**src/rtl/gate_check_pkg.sv**
```systemverilog
// Shared types and truth-table constants for the gate check sequencer.
package gate_check_pkg;

    typedef enum logic [1:0] {
        S_IDLE   = 2'd0,
        S_SETTLE = 2'd1,
        S_DONE   = 2'd2
    } state_t;

    localparam logic [3:0] TT_NAND2 = 4'b0111;
    localparam logic [3:0] TT_AND2  = 4'b1000;
    localparam logic [3:0] TT_OR2   = 4'b1110;
    localparam logic [3:0] TT_XOR2  = 4'b0110;
    localparam logic [1:0] TT_NOT   = 2'b01;

endpackage

```
**src/rtl/gate_check_sequencer.sv**
```systemverilog
// Sweeps all N-bit input vectors onto a combinational DUT, holds each for SETTLE
// cycles, and scores the sampled result against the TRUTH table.
module gate_check_sequencer
    import gate_check_pkg::*;
#(
    parameter int                N      = 2,
    parameter int                SETTLE = 1,
    parameter logic [2**N-1:0]   TRUTH  = TT_NAND2
) (
    input  logic           clk,
    input  logic           reset,
    input  logic           start,
    output logic [N-1:0]   stim,
    input  logic           dut_r,
    output logic           busy,
    output logic           done,
    output logic           pass,
    output logic [N:0]     err_count,
    output logic           fail_seen,
    output logic [N-1:0]   first_fail
);

    localparam int               CNT_W    = $clog2(SETTLE) + 1;
    localparam logic [CNT_W-1:0] CNT_LAST = CNT_W'(SETTLE - 1);

    state_t           state_q, state_d;
    logic [N-1:0]     stim_q, stim_d;
    logic [CNT_W-1:0] cnt_q, cnt_d;
    logic             busy_q, busy_d;
    logic             done_q, done_d;
    logic             pass_q, pass_d;
    logic [N:0]       err_q, err_d;
    logic             fail_seen_q, fail_seen_d;
    logic [N-1:0]     first_fail_q, first_fail_d;

    logic             mismatch;

    assign mismatch = (dut_r != TRUTH[stim_q]);

    always_comb begin
        state_d      = state_q;
        stim_d       = stim_q;
        cnt_d        = cnt_q;
        busy_d       = busy_q;
        done_d       = 1'b0;
        pass_d       = pass_q;
        err_d        = err_q;
        fail_seen_d  = fail_seen_q;
        first_fail_d = first_fail_q;

        case (state_q)
            S_IDLE: begin
                if (start) begin
                    state_d      = S_SETTLE;
                    stim_d       = '0;
                    cnt_d        = '0;
                    busy_d       = 1'b1;
                    err_d        = '0;
                    fail_seen_d  = 1'b0;
                    first_fail_d = '0;
                end
            end
            S_SETTLE: begin
                if (cnt_q != CNT_LAST) begin
                    cnt_d = cnt_q + 1'b1;
                end else begin
                    if (mismatch) begin
                        err_d = err_q + 1'b1;
                        if (!fail_seen_q) begin
                            fail_seen_d  = 1'b1;
                            first_fail_d = stim_q;
                        end
                    end
                    // Last vector: pass must see this final sample's mismatch too.
                    if (stim_q == '1) begin
                        state_d = S_DONE;
                        busy_d  = 1'b0;
                        done_d  = 1'b1;
                        pass_d  = (err_d == '0);
                    end else begin
                        stim_d = stim_q + 1'b1;
                        cnt_d  = '0;
                    end
                end
            end
            S_DONE: begin
                state_d = S_IDLE;
            end
            default: begin
                state_d = S_IDLE;
                busy_d  = 1'b0;
            end
        endcase
    end

    always_ff @(posedge clk) begin
        if (reset) begin
            state_q      <= S_IDLE;
            stim_q       <= '0;
            cnt_q        <= '0;
            busy_q       <= 1'b0;
            done_q       <= 1'b0;
            pass_q       <= 1'b0;
            err_q        <= '0;
            fail_seen_q  <= 1'b0;
            first_fail_q <= '0;
        end else begin
            state_q      <= state_d;
            stim_q       <= stim_d;
            cnt_q        <= cnt_d;
            busy_q       <= busy_d;
            done_q       <= done_d;
            pass_q       <= pass_d;
            err_q        <= err_d;
            fail_seen_q  <= fail_seen_d;
            first_fail_q <= first_fail_d;
        end
    end

    assign stim       = stim_q;
    assign busy       = busy_q;
    assign done       = done_q;
    assign pass       = pass_q;
    assign err_count  = err_q;
    assign fail_seen  = fail_seen_q;
    assign first_fail = first_fail_q;

endmodule

```
**config.mk**
```make
export PLATFORM = sky130hd
export DESIGN_NAME = gate_check_sequencer
export DESIGN_NICKNAME = d
export VERILOG_FILES = /design/src/rtl/gate_check_pkg.sv /design/src/rtl/gate_check_sequencer.sv
export SDC_FILE = /design/constraint.sdc
export NUM_CORES = 1
export LEC_CHECK = 0
export ABC_CLOCK_PERIOD_IN_PS = 2610
export BUFFER_PORTS_ARGS = -buffer_cell sky130_fd_sc_hd__buf_2
export CORE_AREA = 2 2 39 41
export CTS_BUF_LIST = sky130_fd_sc_hd__clkbuf_4 sky130_fd_sc_hd__clkbuf_8
export DETAILED_ROUTE_END_ITERATION = 10
export DIE_AREA = 0 0 41 43
export PLACE_DENSITY_LB_ADDON = 0.05
export SLEW_MARGIN = 30
export SYNTH_ARGS = -nofsm -noshare
export SYNTH_HDL_FRONTEND = slang
export SYNTH_SLANG_ARGS = --single-unit
```
**constraint.sdc**
```tcl
create_clock -name clk -period 2.61 [get_ports clk]
set_input_delay 0 -clock clk [delete_from_list [all_inputs] [get_ports clk]]
set_output_delay 0 -clock clk [all_outputs]
set_load 0.01 [all_outputs]
```
==> results.py <==
metrics = {
    "status": {
        "status": "completed",
    },
    "final_layout": {
        "finalNetCount": 89,
        "final_common_cell": "buf_2",
        "final_area_um2": 739,
        "drive_gt1_share_pct": 28.0,
        "final_cell_mix": "buf_2, dfxtp_1, nor2_1",
        "syn2layout_area_growth_pct": 14.3,
        "antenna_cells": 0,
    },
    "synth": {
        "synth-seq-cells": 13,
        "yosys_warnings": 0,
        "syn_nets": 74,
        "synth.avg_cell_area_um2": 9.51,
        "synth_area_um2": 647,
        "ys_seq_area_share_pct": 40.2,
        "ys_types": 29,
        "synthCells": 68,
    },
    "run": {
        "drv_cap": 0,
    },
    "drt": {
        "vias": 504,
        "drt-total-wl_um": 1160,
        "drt_iter0_drc": 8,
        "wl_per_cell_um": 11.8,
        "drc": 0,
        "firstDrtPassIters": 4,
        "routed_via_density": 5.14,
        "postRouteAntennaNets": 0,
    },
    "sta": {
        "hold_viol": 0,
        "setup_viol": 0,
        "fin_crit_ns": 1.57,
        "tightest_slew_ns": 0.364,
        "min_period_over_period_pct": 60.3,
        "finalMaxSlewViolations": 0,
        "fmax_mhz": 635,
        "max_slew_margin_pct": 75.6,
        "fin_skew_ns": 0.00165,
        "grt_setup_unrepaired": "false",
        "fin_tns_setup_ns": 0,
    },
    "min_path": {
        "hold_depth": 3,
        "hp-class": "in2reg",
    },
    "die": {
        "coreArea_um2": 1380,
        "start_util_pct": 46.7,
        "dieArea_um2": 1760,
        "fp.dieH_um": 43,
        "ios": 15,
        "row_count": 14,
        "die_w_um": 41,
    },
    "power": {
        "p_leak_nw": 0.342,
        "ir_drop_mv": 0.239,
        "power_density_nw_per_um2": 532,
    },
    "placed_design": {
        "post_dp_cell_area_um2": 709,
        "gp_congestion": 0.735,
        "dp_hpwl_um": 871,
        "port_buffers": 14,
    },
    "global_route": {
        "grt-ovfl-total": 0,
        "antenna_found_initial": 0,
        "grt_max_degree": 16,
        "grt_use_total_pct": 15.8,
        "grt_pass1_vias": 416,
        "grt_pass1_wl_um": 1890,
    },
    "clocking": {
        "postCtsHoldBufs": 0,
        "clkLatencyLatePin_ns": 0.27,
        "cts_buffers": 3,
        "cts_resized": 0,
        "root_buffer": "clkbuf_4",
        "clockBufferDepth": 2,
        "ctsHtreeMaxLevel": 1,
        "cts_setup_buffers": 0,
        "cts_sinks": 13,
        "clkTransAtPathRegs_ns": 0.08,
        "cts_tree": "yes",
    },
    "setup_path": {
        "worst_setup_path_start_kind": "register",
        "cp_max_fo": 8,
        "end_kind": "register",
        "crit_type": "reg2reg",
        "cp_data_required_time_ns": 2.77,
        "reg2reg_setup_slack_ns": 1.04,
        "arrival_ns": 1.73,
        "r2r_cells": 5,
    },
}
-- cell families after synthesis --
kind of cell               share of synthesized area (%)
AOI/OAI and AO/OA                                   15.5
buffers and inverters                               4.83
and+or+nand+nor                                     22.6
xor gates and xnor gates                            6.58
muxes                                               6.38
DFF                                                 40.2
adders and majority gates                           3.87
-- final cells by class --
| class | instances | area, um^2 |
|---|---|---|
| inverter | 1 | 3.75 |
| tap | 16 | 20.0 |
| multi-input combinational | 50 | 355 |
| fill | 128 | 644 |
| timing repair buffer | 14 | 70.1 |
| sequential | 13 | 260 |
| clock buffer | 4 | 30.0 |
-- metrics by stage --
step                std cells  setup WS, ns  hold slack [ns]  utilization (%)  power, mW
floorplan                  68          1.15           0.0843                -      0.253
CTS                        98          1.01           0.0338             53.4      0.400
global placement           94          1.04            0.328             51.3      0.267
detailed placement         94          1.03            0.330             51.3      0.267
finish                     98          1.04           0.0460             53.4      0.393
global route               98         0.898           0.0745             53.4      0.416
-- per-layer routing --
metal	part of all wire (%)	vias to the layer above	global-route usage [%]
met4	2.7	0	10.0
met1	50	224	23.0
li1	-	264	-
met3	4.5	4	3.14
met2	43	12	20.3
met5	0	-	0
-- flip-flops by register name, summed over array words and instances (netlist names) --
register	cells
state_q	2
stim	2
fail_seen	1
done	1
first_fail	2
pass	1
err_count	3
busy	1
-- worst paths after layout --
path	start	endpoint
min	start	state_q[0]
min reg2reg	busy	busy
max reg2reg	stim[0]	first_fail[0]
max	stim[0]	first_fail[0]
-- synth_stat cells, drive strengths merged --
cell,n,area [um^2]
mux2i,3,30.0
nand3b,3,22.5
nor3,1,16.3
mux2,1,11.3
buf,3,23.8
clkbuf,1,3.75
nor3b,1,7.51
nor2,11,41.3
xnor2,2,25.0
o31ai,1,7.51
o21ai,4,20.0
nand2,2,7.51
a41o,1,10.0
xor2,2,17.5
a22oi,2,15.0
a211oi,2,15.0
a22o,1,10.0
and3b,1,8.76
o21bai,1,7.51
a21oi,3,15.0
dfxtp,13,260
ha,2,25.0
inv,1,3.75
and2b,2,15.0
nand2b,4,27.5
-- worst max-delay path, stage by stage, from the launching register on --
cell     delay, ns
dfxtp_1       0.41
ha_1          0.37
xor2_1        0.19
nor3_4        0.23
mux2i_1       0.20
nor2_1        0.05
-- where the power goes --
group          switching, mW  internal (mW)  leakage [nW]
logic                 0.0249         0.0225         0.218
clock network         0.0619         0.0695        0.0184
registers            0.00968          0.205         0.106
total                 0.0965          0.297         0.342
Note: power is estimated with default switching activity, not from simulation.
